`src/rtl/matrix_pkg.sv`:
```
// Shared definitions for the matrix skew feeder slice.
//   - DEFAULT_DATA_WIDTH / DEFAULT_N : default element width and matrix edge
//   - feeder_state_e                 : feeder FSM state encoding
//   - idx_width()                    : bits needed to index 0..n-1 (min 1)
package matrix_pkg;

  localparam int DEFAULT_DATA_WIDTH = 8;
  localparam int DEFAULT_N          = 4;

  typedef enum logic [2:0] {
    ST_IDLE   = 3'd0,
    ST_LOAD   = 3'd1,
    ST_STREAM = 3'd2,
    ST_FLUSH  = 3'd3,
    ST_DONE   = 3'd4
  } feeder_state_e;

  function automatic int idx_width(input int n);
    return (n > 1) ? $clog2(n) : 1;
  endfunction

endpackage

```
`src/rtl/skew_buffer.sv`:
```
// NxN element store for the skew feeder.
// Writes one full column per cycle; every row lane can read its own column
// independently, which is what lets the feeder present a diagonal wavefront.
// Ports:
//   clk, sync_reset : clock, synchronous active-high reset (clears storage)
//   wr_en_i         : store wr_data_i as column wr_col_i
//   wr_col_i        : column index k
//   wr_data_i       : lane i holds A[i][k]
//   rd_en_i[i]      : lane i read enable; disabled lanes return 0
//   rd_col_i        : lane i column index at [i*IW +: IW]
//   rd_data_o       : lane i returns A[i][rd_col_i(i)] or 0
module skew_buffer
  import matrix_pkg::*;
#(
  parameter int DATA_WIDTH = DEFAULT_DATA_WIDTH,
  parameter int N          = DEFAULT_N,
  localparam int IW        = idx_width(N)
) (
  input  logic                    clk,
  input  logic                    sync_reset,
  input  logic                    wr_en_i,
  input  logic [IW-1:0]           wr_col_i,
  input  logic [N*DATA_WIDTH-1:0] wr_data_i,
  input  logic [N-1:0]            rd_en_i,
  input  logic [N*IW-1:0]         rd_col_i,
  output logic [N*DATA_WIDTH-1:0] rd_data_o
);

  for (genvar gi = 0; gi < N; gi++) begin : g_row
    // Row gi of the matrix, column j at [j*DATA_WIDTH +: DATA_WIDTH].
    logic [N*DATA_WIDTH-1:0] row_q;
    logic [DATA_WIDTH-1:0]   rd_lane;

    always_ff @(posedge clk) begin
      if (sync_reset) begin
        row_q <= '0;
      end else if (wr_en_i) begin
        for (int j = 0; j < N; j++) begin
          if (wr_col_i == IW'(j)) begin
            row_q[j*DATA_WIDTH +: DATA_WIDTH] <= wr_data_i[gi*DATA_WIDTH +: DATA_WIDTH];
          end
        end
      end
    end

    always_comb begin
      rd_lane = '0;
      for (int j = 0; j < N; j++) begin
        if (rd_en_i[gi] && (rd_col_i[gi*IW +: IW] == IW'(j))) begin
          rd_lane = row_q[j*DATA_WIDTH +: DATA_WIDTH];
        end
      end
    end

    assign rd_data_o[gi*DATA_WIDTH +: DATA_WIDTH] = rd_lane;
  end

endmodule

```
`src/rtl/matrix_skew_feeder.sv`:
```
// Loads an NxN matrix column by column, then streams it into N downstream
// shift registers as a skewed wavefront (lane i delayed by i cycles),
// followed by N zero cycles so the last element leaves an N-deep register.
// Ports:
//   clk, sync_reset : clock, synchronous active-high reset
//   start           : begin one load/stream operation (ignored while busy)
//   in_valid/ready  : column beat handshake, in_data lane i = A[i][k]
//   out_shift       : shift enable to the downstream registers
//   out_data        : lane i feeds downstream register i
//   out_clear       : one-cycle clear of the downstream registers
//   busy            : high outside IDLE
//   done            : one-cycle completion pulse
module matrix_skew_feeder
  import matrix_pkg::*;
#(
  parameter int DATA_WIDTH = DEFAULT_DATA_WIDTH,
  parameter int N          = DEFAULT_N
) (
  input  logic                    clk,
  input  logic                    sync_reset,
  input  logic                    start,
  input  logic                    in_valid,
  output logic                    in_ready,
  input  logic [N*DATA_WIDTH-1:0] in_data,
  output logic                    out_shift,
  output logic [N*DATA_WIDTH-1:0] out_data,
  output logic                    out_clear,
  output logic                    busy,
  output logic                    done
);

  localparam int CW = $clog2(2*N);
  localparam int IW = idx_width(N);

  localparam logic [CW-1:0]        LOAD_LAST   = CW'(N-1);
  localparam logic [CW-1:0]        STREAM_LAST = CW'(2*N-2);
  localparam logic [CW-1:0]        FLUSH_LAST  = CW'(N-1);
  localparam logic signed [CW:0]   N_S         = (CW+1)'(N);

  feeder_state_e state_q, state_d;
  logic [CW-1:0] cnt_q, cnt_d;
  logic          clear_q, clear_d;
  logic          beat_accept;
  logic          streaming;
  logic [N-1:0]    rd_en;
  logic [N*IW-1:0] rd_col;

  always_ff @(posedge clk) begin
    if (sync_reset) begin
      state_q <= ST_IDLE;
      cnt_q   <= '0;
      clear_q <= 1'b0;
    end else begin
      state_q <= state_d;
      cnt_q   <= cnt_d;
      clear_q <= clear_d;
    end
  end

  // The single counter is reused per state: beat index in LOAD, wavefront
  // time t in STREAM, zero-cycle index in FLUSH. It restarts at every
  // state change so it never needs to wrap.
  always_comb begin
    state_d     = state_q;
    cnt_d       = cnt_q;
    clear_d     = 1'b0;
    in_ready    = 1'b0;
    out_shift   = 1'b0;
    busy        = 1'b1;
    done        = 1'b0;
    beat_accept = 1'b0;
    streaming   = 1'b0;

    case (state_q)
      ST_IDLE: begin
        busy  = 1'b0;
        cnt_d = '0;
        if (start) begin
          state_d = ST_LOAD;
          clear_d = 1'b1;  // out_clear is high only for the first LOAD cycle
        end
      end
      ST_LOAD: begin
        in_ready = 1'b1;
        if (in_valid) begin
          beat_accept = 1'b1;
          if (cnt_q == LOAD_LAST) begin
            state_d = ST_STREAM;
            cnt_d   = '0;
          end else begin
            cnt_d = cnt_q + 1'b1;
          end
        end
      end
      ST_STREAM: begin
        out_shift = 1'b1;
        streaming = 1'b1;
        if (cnt_q == STREAM_LAST) begin
          state_d = ST_FLUSH;
          cnt_d   = '0;
        end else begin
          cnt_d = cnt_q + 1'b1;
        end
      end
      ST_FLUSH: begin
        out_shift = 1'b1;
        if (cnt_q == FLUSH_LAST) begin
          state_d = ST_DONE;
          cnt_d   = '0;
        end else begin
          cnt_d = cnt_q + 1'b1;
        end
      end
      ST_DONE: begin
        done    = 1'b1;
        state_d = ST_IDLE;
        cnt_d   = '0;
      end
      default: begin
        state_d = ST_IDLE;
        cnt_d   = '0;
      end
    endcase
  end

  assign out_clear = clear_q;

  // Lane i reads column t-i. The difference is formed signed so lanes that
  // have not started yet (t<i) or have finished (t-i>=N) read as 0.
  for (genvar gi = 0; gi < N; gi++) begin : g_lane
    logic signed [CW:0] diff;
    assign diff                  = $signed({1'b0, cnt_q}) - $signed((CW+1)'(gi));
    assign rd_en[gi]             = streaming && !diff[CW] && (diff < N_S);
    assign rd_col[gi*IW +: IW]   = diff[IW-1:0];
  end

  skew_buffer #(
    .DATA_WIDTH (DATA_WIDTH),
    .N          (N)
  ) u_buffer (
    .clk        (clk),
    .sync_reset (sync_reset),
    .wr_en_i    (beat_accept),
    .wr_col_i   (cnt_q[IW-1:0]),
    .wr_data_i  (in_data),
    .rd_en_i    (rd_en),
    .rd_col_i   (rd_col),
    .rd_data_o  (out_data)
  );

endmodule

```
`config.mk`:
```
export PLATFORM = sky130hd
export DESIGN_NAME = matrix_skew_feeder
export DESIGN_NICKNAME = d
export VERILOG_FILES = /design/src/rtl/matrix_pkg.sv /design/src/rtl/skew_buffer.sv /design/src/rtl/matrix_skew_feeder.sv
export SDC_FILE = /design/constraint.sdc
export NUM_CORES = 1
export LEC_CHECK = 0
export BUFFER_PORTS_ARGS = -buffer_cell sky130_fd_sc_hd__buf_2
export CORE_MARGIN = 4
export CORE_UTILIZATION = 52
export CTS_CLUSTER_SIZE = 8
export DETAILED_ROUTE_END_ITERATION = 10
export GPL_ROUTABILITY_DRIVEN = 0
export PLACE_DENSITY_LB_ADDON = 0.12
export SYNTH_ARGS = -nofsm -noshare
export SYNTH_HDL_FRONTEND = slang
export SYNTH_SLANG_ARGS = --single-unit
export TNS_END_PERCENT = 20
```
`constraint.sdc`:
```
create_clock -name clk -period 2.1 [get_ports clk]
set_input_delay 0.105 -clock clk [delete_from_list [all_inputs] [get_ports clk]]
set_output_delay 0.105 -clock clk [all_outputs]
set_load 0.01 [all_outputs]
```
==> metrics, run 1 <==
clk_lat worst skew 0.42 ns; Worst setup EP type output pin; row count 39; die width 116 µm; unrepaired setup endpoints after global routing true; Cell Pwr Density 733 nW/µm²; maxcap violations 0; Congestion Overflow GR 0; # setup viols final 11; fin util 67.3%; Synth Net Count 864; Slowest-stage cell, CP or3_4; Setup WS post-layout -0.0414 ns; Worst R2R End u_buffer.g_row[1].row_q[9]; worst-path cell chain ha_2 -> ha_4 -> or3_4 -> a21oi_2 -> buf_2; r2r setup slk 0.33 ns; Final Hold Violating Endpoints 0; most common cell after layout, fill and taps aside nand2_1; mean post-synth cell area 7.43 µm²; antenna violations before repair 0; CTS max path bufs 2; Area Overhead vs Synth 26.4%; Core ar. 11400 µm²; Reg clk slew, reported paths 0.05 ns; Worst R2R Path Depth 7; Num Clock Sinks 135; slowest cell delay on critical path 0.46 ns; Final Skew 0.00901 ns; Synth Warn # 0; Critical Path Fanout Max 8; top_reg_cell synth dfxtp_1; register area share after synthesis 44.4%; synthesized area 6080 µm²; Crit Path Category flip-flop to output pin; Min-Delay Startpoint sync_reset; Top-Level Pins 73; failing checks negative setup slack; routed wire length per instance 15.7 µm; status complete, but fails checks; Final ANT Viol Nets 0; Pleak 2.67 nW; CP Launch Type flip-flop; Die Height 116 µm; PortBufs 72; global-route wire length before repair 27600 µm; DR iter-0 viols 562; post-DP HPWL 10400 µm; Antenna Cells 0; # DRC 0; Global Route Usage Sum 26.0%; Synth cell types 36; largest net degree at the start of global routing 133; Async SR Flop Fraction 0%; Slew Limit Headroom 59.3%; total wire length 16700 µm; Worst Path Required 2.00 ns; f_max 467 MHz; r2r startpoint cnt_q[0]; dpl cells 1000; Min-Delay Path Depth 3; final worst-path cycle share 102%; share of cells above drive strength 1 19.1%; Hold/Removal Path Class input port to flip-flop; slew at the pin with the worst max-slew slack 0.611 ns; number of synthesized flops with an enable pin 0; Initial Utilization 53.3%; TritonCTS clock tree yes; minimum clock period 2.14 ns; NumNets Final 956; max-slew violation count 0; first-pass detailed-route iteration total 5; most frequent cells in the layout nand2_1 (297), a21oi_1 (150), dfxtp_1 (132); Critical Path AT 2.04 ns; htree depth 4; hold worst-path end cnt_q[2]; Worst VDD drop 0.000895 V; Die ar. 13500 µm²; via count 5898; Syn Inst Count 819; vias in the first global route 5586; root buf cell clkbuf_16; final non-filler cell total 1065; DR vias/cell 5.54; CTS Buf Count 17; Yosys reg bits 135
-- worst max-delay path, delay by kind of cell, from the launching register on --
family                   cells  cell delay (ns)
AND/OR/NAND/NOR              1             0.46
adder cells (fa/ha/maj)      2             0.46
flip-flops                   1             0.41
buffers and inverters        1             0.14
AO/OA/AOI/OAI                1             0.13
-- Yosys cell counts, types with 2 or more instances --
master,number,area share (%)
a211o_1,24,3.5
a21oi_1,155,13
a21oi_2,8,1.2
a221o_1,8,1.3
a221oi_1,24,3.5
a22o_1,2,0.29
and2_1,4,0.41
buf_1,6,0.37
buf_2,29,2.4
buf_6,2,0.37
clkbuf_1,35,2.2
dfxtp_1,135,44
ha_1,9,1.9
inv_1,29,1.8
mux2i_1,2,0.33
nand2_1,297,18
nand2b_1,11,1.1
nand3_1,8,0.66
nor2_1,5,0.31
nor2b_1,5,0.51
nor3_1,3,0.25
nor3b_1,3,0.37
or3_1,2,0.21
-- logic make-up after synthesis --
family | count (synthesis) | share of synthesized area, %
and+or+nand+nor | 342 | 22.8
AOI/OAI and AO/OA | 228 | 23.4
DFF | 135 | 44.4
buffers and inverters | 102 | 7.14
adders and majority gates | 9 | 1.85
muxes | 2 | 0.329
xor gates and xnor gates | 1 | 0.144
-- flip-flops by register name, summed over array words and instances, names as in the netlist --
signal	cells
cnt_q	3
out_clear	1
state_q	3
u_buffer.g_row.row_q	128
-- cell type report --
cell class              instances  area [µm²]
multi-input cells             582        3090
fillers                       966        3730
flip-flops and latches        135        2710
well taps                     143         179
clock buffers                  26         489
repair buffers                145        1060
clock inverters                 4        45.0
inverters                      30         118
-- through the flow --
step	total power, mW	hold slack, ns	cell area [µm²]	setup WS (ns)	TNS, ns
final	5.64	0.0986	7690	-0.0414	-0.279
after global routing	5.83	0.106	7690	-0.117	-2.47
after CTS	5.67	0.0897	7620	-0.0321	-0.318
after detailed placement	2.92	0.386	6630	0.0555	0
after global placement	2.92	0.380	6630	0.144	0
after floorplan	2.80	0.241	6080	0.105	0
-- how the worst max path moves through the flow --
stage                     depth (start not counted)      endpoint  slack (ns)  startpoint
final                                             5  out_data[31]       -0.04    cnt_q[1]
after global routing                              8  out_data[22]       -0.12    cnt_q[0]
after CTS                                         5  out_data[28]       -0.03    cnt_q[1]
after detailed placement                          5  out_data[28]        0.06    cnt_q[1]
after global placement                            5  out_data[28]        0.14    cnt_q[1]
after floorplan                                   8      cnt_q[2]        0.11    cnt_q[1]
-- power by group --
part | leakage (nW) | internal, mW | switching [mW]
clock network | 0.264 | 1.70 | 1.02
logic | 1.32 | 0.136 | 0.176
registers | 1.09 | 2.59 | 0.0188
total | 2.67 | 4.43 | 1.21
-- layer usage --
metal  global-route usage, %  part of all wire [%]
met5                       0                     0
met4                    9.44                   1.5
met3                    5.28                   5.7
met2                    42.8                    48
met1                    33.8                    44
-- repair_timing --
item | in CTS | in global routing
hold endpoints to repair | 129 | 0
cloned | 0 | 0
pin swaps | 7 | 14
endpoints found under the setup margin | 32 | 32
gates resized for setup | 28 | 15
hold buffers | 33 | 0
setup buffers | 1 | 2
(Power assumes the default switching activity.)
==> run 2, diff against run 1 <==
- CORE_UTILIZATION: 52 -> 35
==> run 2 against run 1 <==
Power is 3.8% higher. Critical path depth is the same. Critical endpoint unchanged. Critical path type unchanged. Register-to-register slack got worse by 0.02 ns. The run still ends with negative setup slack left. Largest power group unchanged. Wire length grew 11%. Via count is 0.70% lower. Combinational power about the same.
==> metrics, run 2 (synthesis gave the netlist of run 1 again) <==
Worst Path Buf+Inv 1; Num Clock Sinks 135; CTS Buf Count 17; Sequential Power Share 44.5%; slew at the pin with the worst max-slew slack 0.671 ns; Critical Path Fanout Max 8; Global Route Usage Sum 18.8%; Min-Delay Startpoint in_valid; unrepaired setup endpoints after global routing true; largest net degree at the start of global routing 133; DR iter-0 viols 451; CTS max path bufs 2; vias in the first global route 5712; Slew Limit Headroom 55.2%; Final Skew 0.00503 ns; Die ar. 19600 µm²; NumNets Final 956; Most flops, register u_buffer.g_row.row_q; total power 5.86 mW; Worst Path Required 2.00 ns; root buf cell clkbuf_16; r2r startpoint cnt_q[1]; biggest regs u_buffer.g_row.row_q x128, cnt_q x3, state_q x3; Die Height 140 µm; PortBufs 72; failing checks negative setup slack; global-route wire length before repair 29900 µm; Worst R2R End u_buffer.g_row[3].row_q[11]; TritonCTS clock tree yes; die width 140 µm; Initial Utilization 36.2%; f_max 454 MHz; Critical Path AT 2.10 ns; Congestion Overflow GR 0; Worst setup EP type output pin; Internal 4.56 mW; Reg clk slew, reported paths 0.06 ns; Cell Pwr Density 742 nW/µm²; CP Launch Type flip-flop; Final Hold Slack 0.122 ns; total wire length 18600 µm; maxcap violations 0; r2r setup slk 0.31 ns; Crit Path Category flip-flop to output pin; Net Sw Frac 22.2%; Area Overhead vs Synth 29.8%; max-slew violation count 0; Antenna Cells 0; DR vias/cell 5.12; antenna violations before repair 0; most common cell after layout, fill and taps aside nand2_1; clk_lat worst skew 0.42 ns; power share of the clock group 50.1%; row count 47; slowest cell delay on critical path 0.48 ns; worst-path cell chain ha_2 -> ha_1 -> or3_4 -> a21oi_2 -> buf_2; htree depth 4; max reg flops 128; Min-Delay Path Depth 3; Hold/Removal Path Class input port to flip-flop; minimum clock period 2.20 ns; Placed Area 6680 µm²; # setup viols final 16; final worst-path cycle share 105%; first-pass detailed-route iteration total 5; hold worst-path end state_q[0]; # DRC 0; Slowest-stage cell, CP or3_4; Worst R2R Path Depth 7; Critical Path Start cnt_q[1]; share of cells above drive strength 1 20.5%; Final ANT Viol Nets 0; post-DP HPWL 11200 µm; Setup WS post-layout -0.102 ns; Final Hold Violating Endpoints 0; Post-Layout Inst Area 7900 µm²; Pleak 2.71 nW; Combinational Power Share 5.4%; via count 5857; Crit path max-delay family adder cells; most frequent cells in the layout nand2_1 (297), a21oi_1 (142), dfxtp_1 (133); Worst VDD drop 0.000511 V; status complete, but fails checks; routed wire length per instance 16.3 µm; Core ar. 16800 µm²; net load switching power 1.30 mW; Top-Level Pins 73
==> run 2: area by class of cell <==
cell class	instances	area, µm²
inverters	30	119
repair buffers	145	1080
fillers	1691	8920
flip-flops and latches	135	2710
clock inverters	7	95.1
clock buffers	24	482
multi-input cells	582	3130
well taps	220	275
==> run 2: power groups by stage <==
stage	registers [mW]	clock network [mW]	logic (mW)
2_1_floorplan	2.66	0	0.143
3_3_place_gp	2.66	0	0.255
3_5_place_dp	2.66	0	0.259
4_1_cts	2.61	3.00	0.311
5_1_grt	2.61	3.11	0.349
6_report	2.61	2.93	0.315
==> run 2: metrics by stage <==
| stage | setup slack (ns) | util [%] | std cells | setup TNS [ns] |
|---|---|---|---|---|
| floorplan | 0.105 | - | 819 | 0 |
| global placement | 0.0798 | 39.7 | 1073 | 0 |
| finish | -0.102 | 46.9 | 1143 | -1.02 |
| CTS | -0.0937 | 46.0 | 1140 | -1.86 |
| global route | -0.164 | 46.9 | 1143 | -2.90 |
| detailed placement | -0.00802 | 39.7 | 1073 | -0.00802 |
==> run 2: worst max-delay path by stage <==
| stage | endpoint | cells after the start |
|---|---|---|
| finish | out_data[31] | 5 |
| global route | out_data[20] | 8 |
| CTS | out_data[25] | 9 |
| detailed placement | out_data[0] | 7 |
| global placement | out_data[1] | 7 |
| floorplan | cnt_q[2] | 8 |
==> run 2: worst register-to-register path: stages, from the launching register on <==
cell	delay, ns
dfxtp_4	0.37
inv_4	0.10
ha_2	0.24
buf_12	0.20
and2_1	0.15
buf_4	0.39
nand2_1	0.13
a21oi_1	0.13
==> run 2: what timing repair did <==
action                     CTS  global route
hold buffers                33             0
gates resized for setup     32            32
gates cloned                 0             0
buffers inserted             3             3
hold endpoints to repair   128             0
pin swaps                   18            10
setup endpoints to repair   32            32
==> run 2: metal layers <==
layer | routed length [µm] | global-route usage (%)
met5 | 0 | 0
met2 | 8920 | 31.2
met4 | 190 | 4.44
met1 | 8640 | 24.9
met3 | 828 | 4.53
==> run 3, diff against run 2 <==
- REMOVE_ABC_BUFFERS: unset -> 1
- SLEW_MARGIN: unset -> 30
==> run 3 against run 2 <==
The flow still finishes with violations (negative setup slack). Utilization increased by 0.39 points. Via count increased by 1.0%. Clock skew increased by 0.0042 ns. Setup slack improved by 0.051 ns. Non-clock buffer count increased by 4. First-iteration DRC count decreased by 19%. Critical path depth increased by 3.
==> metrics, run 3 (synthesis gave the netlist of run 1 again) <==
status complete, but fails checks; failing checks negative setup slack; Critical Path Fanout Max 8; root buf cell clkbuf_16; Initial Utilization 36.2%; antenna violations before repair 0; max-slew violation count 0; Setup WS post-layout -0.0511 ns; Congestion Overflow GR 0; Final Hold Violating Endpoints 0; Area Overhead vs Synth 30.8%; Slew Limit Headroom 59.6%; Pleak 2.76 nW; Final ANT Viol Nets 0; final worst-path cycle share 102%; Most flops, register u_buffer.g_row.row_q; global-route wire length before repair 29700 µm; Core ar. 16800 µm²; maxcap violations 0; CTS max path bufs 2; worst-path cell chain buf_6 -> ha_4 -> buf_8 -> buf_4 -> a221oi_1 -> a211o_1 -> a21oi_1 -> buf_2; max reg flops 128; slowest cell delay on critical path 0.35 ns; CP Launch Type flip-flop; most common cell after layout, fill and taps aside nand2_1; filler instances 1656; Final Skew 0.00928 ns; Global Route Usage Sum 18.9%; Worst Path Required 2.00 ns; # DRC 0; Min-Delay Path Depth 3; post-DP HPWL 11000 µm; Die Height 140 µm; Hold/Removal Path Class input port to flip-flop; Worst R2R Path Depth 7; NumNets Final 960; Worst VDD drop 0.000528 V; f_max 465 MHz; first-pass detailed-route iteration total 5; Reg clk slew, reported paths 0.05 ns; Slowest-stage cell, CP dfxtp_4; minimum clock period 2.15 ns; htree depth 4; most frequent cells in the layout nand2_1 (297), a21oi_1 (144), dfxtp_1 (133); Cell Pwr Density 694 nW/µm²; vias in the first global route 5711; Antenna Cells 0; TritonCTS clock tree yes; slew at the pin with the worst max-slew slack 0.606 ns; final non-filler cell total 1145; Top-Level Pins 73; largest net degree at the start of global routing 69; row count 47; dpl cells 1075; # setup viols final 11; DR iter-0 viols 364; biggest regs u_buffer.g_row.row_q x128, cnt_q x3, state_q x3; total power 5.53 mW; Crit Path Category flip-flop to output pin; die width 140 µm; Critical Path AT 2.05 ns; Num Clock Sinks 135; total wire length 18500 µm; unrepaired setup endpoints after global routing true; Die ar. 19600 µm²; PortBufs 72; Worst setup EP type output pin; share of cells above drive strength 1 20.9%; CTS Buf Count 17; routed wire length per instance 16.2 µm; via count 5917; DR vias/cell 5.17; clk_lat worst skew 0.42 ns
==> run 3: cell type report <==
| type | instances | area, µm² | share of cell area (%) |
|---|---|---|---|
| Clock buffer | 24 | 482 | 6.05 |
| Clock inverter | 5 | 25.0 | 0.314 |
| Inverter | 30 | 115 | 1.45 |
| Multi-Input combinational cell | 582 | 3200 | 40.1 |
| Sequential cell | 135 | 2710 | 34.0 |
| Tap cell | 220 | 275 | 3.46 |
| Timing Repair Buffer | 149 | 1160 | 14.5 |
==> run 3: repair_timing <==
item                                    4_1_cts  5_1_grt
hold endpoints to repair                    129        0
buffers inserted                              4        3
resized for setup                            42       24
cloned                                        1        0
pin swaps                                    19       16
hold buffers                                 34        0
endpoints found under the setup margin       32       32
==> run 3: power by group <==
group | total, mW | internal (mW) | leakage (nW) | switching (mW)
logic | 0.325 | 0.138 | 1.42 | 0.187
clock network | 2.59 | 1.57 | 0.255 | 1.02
registers | 2.61 | 2.59 | 1.09 | 0.0187
==> run 3: final timing paths <==
check                                            startpoint                          end  slack [ns]
worst min register to register  u_buffer.g_row[0].row_q[17]  u_buffer.g_row[0].row_q[17]        0.45
worst max-delay path                               cnt_q[1]                 out_data[21]       -0.05
worst min-delay path                               in_valid                   state_q[0]        0.13
worst max register to register                     cnt_q[1]  u_buffer.g_row[0].row_q[11]        0.30
==> run 3: metrics by stage <==
step	area [µm²]	setup WS, ns	TNS, ns	util (%)	hold WS [ns]
final	7960	-0.0511	-0.205	47.3	0.132
after global routing	7960	-0.133	-2.78	47.3	0.127
after global placement	6730	0.0932	0	40.0	0.381
after CTS	7840	-0.0952	-1.30	46.6	0.105
after floorplan	5760	-0.464	-35.73	-	0.174
after detailed placement	6730	-0.0413	-0.258	40.0	0.388
==> run 3: worst max-delay path: cells and delay by family (launching register included) <==
family,cells,cell delay [ns]
AO/OA/AOI/OAI,3,0.50
flip-flops,1,0.35
adder cells (fa/ha/maj),1,0.17
buffers and inverters,4,0.59
==> run 3: per-layer routing <==
layer  part of all wire, %  track usage [%]
met5                     0                0
met4                   1.1             5.76
met3                   4.3             4.05
met2                    48             31.2
met1                    46             24.8
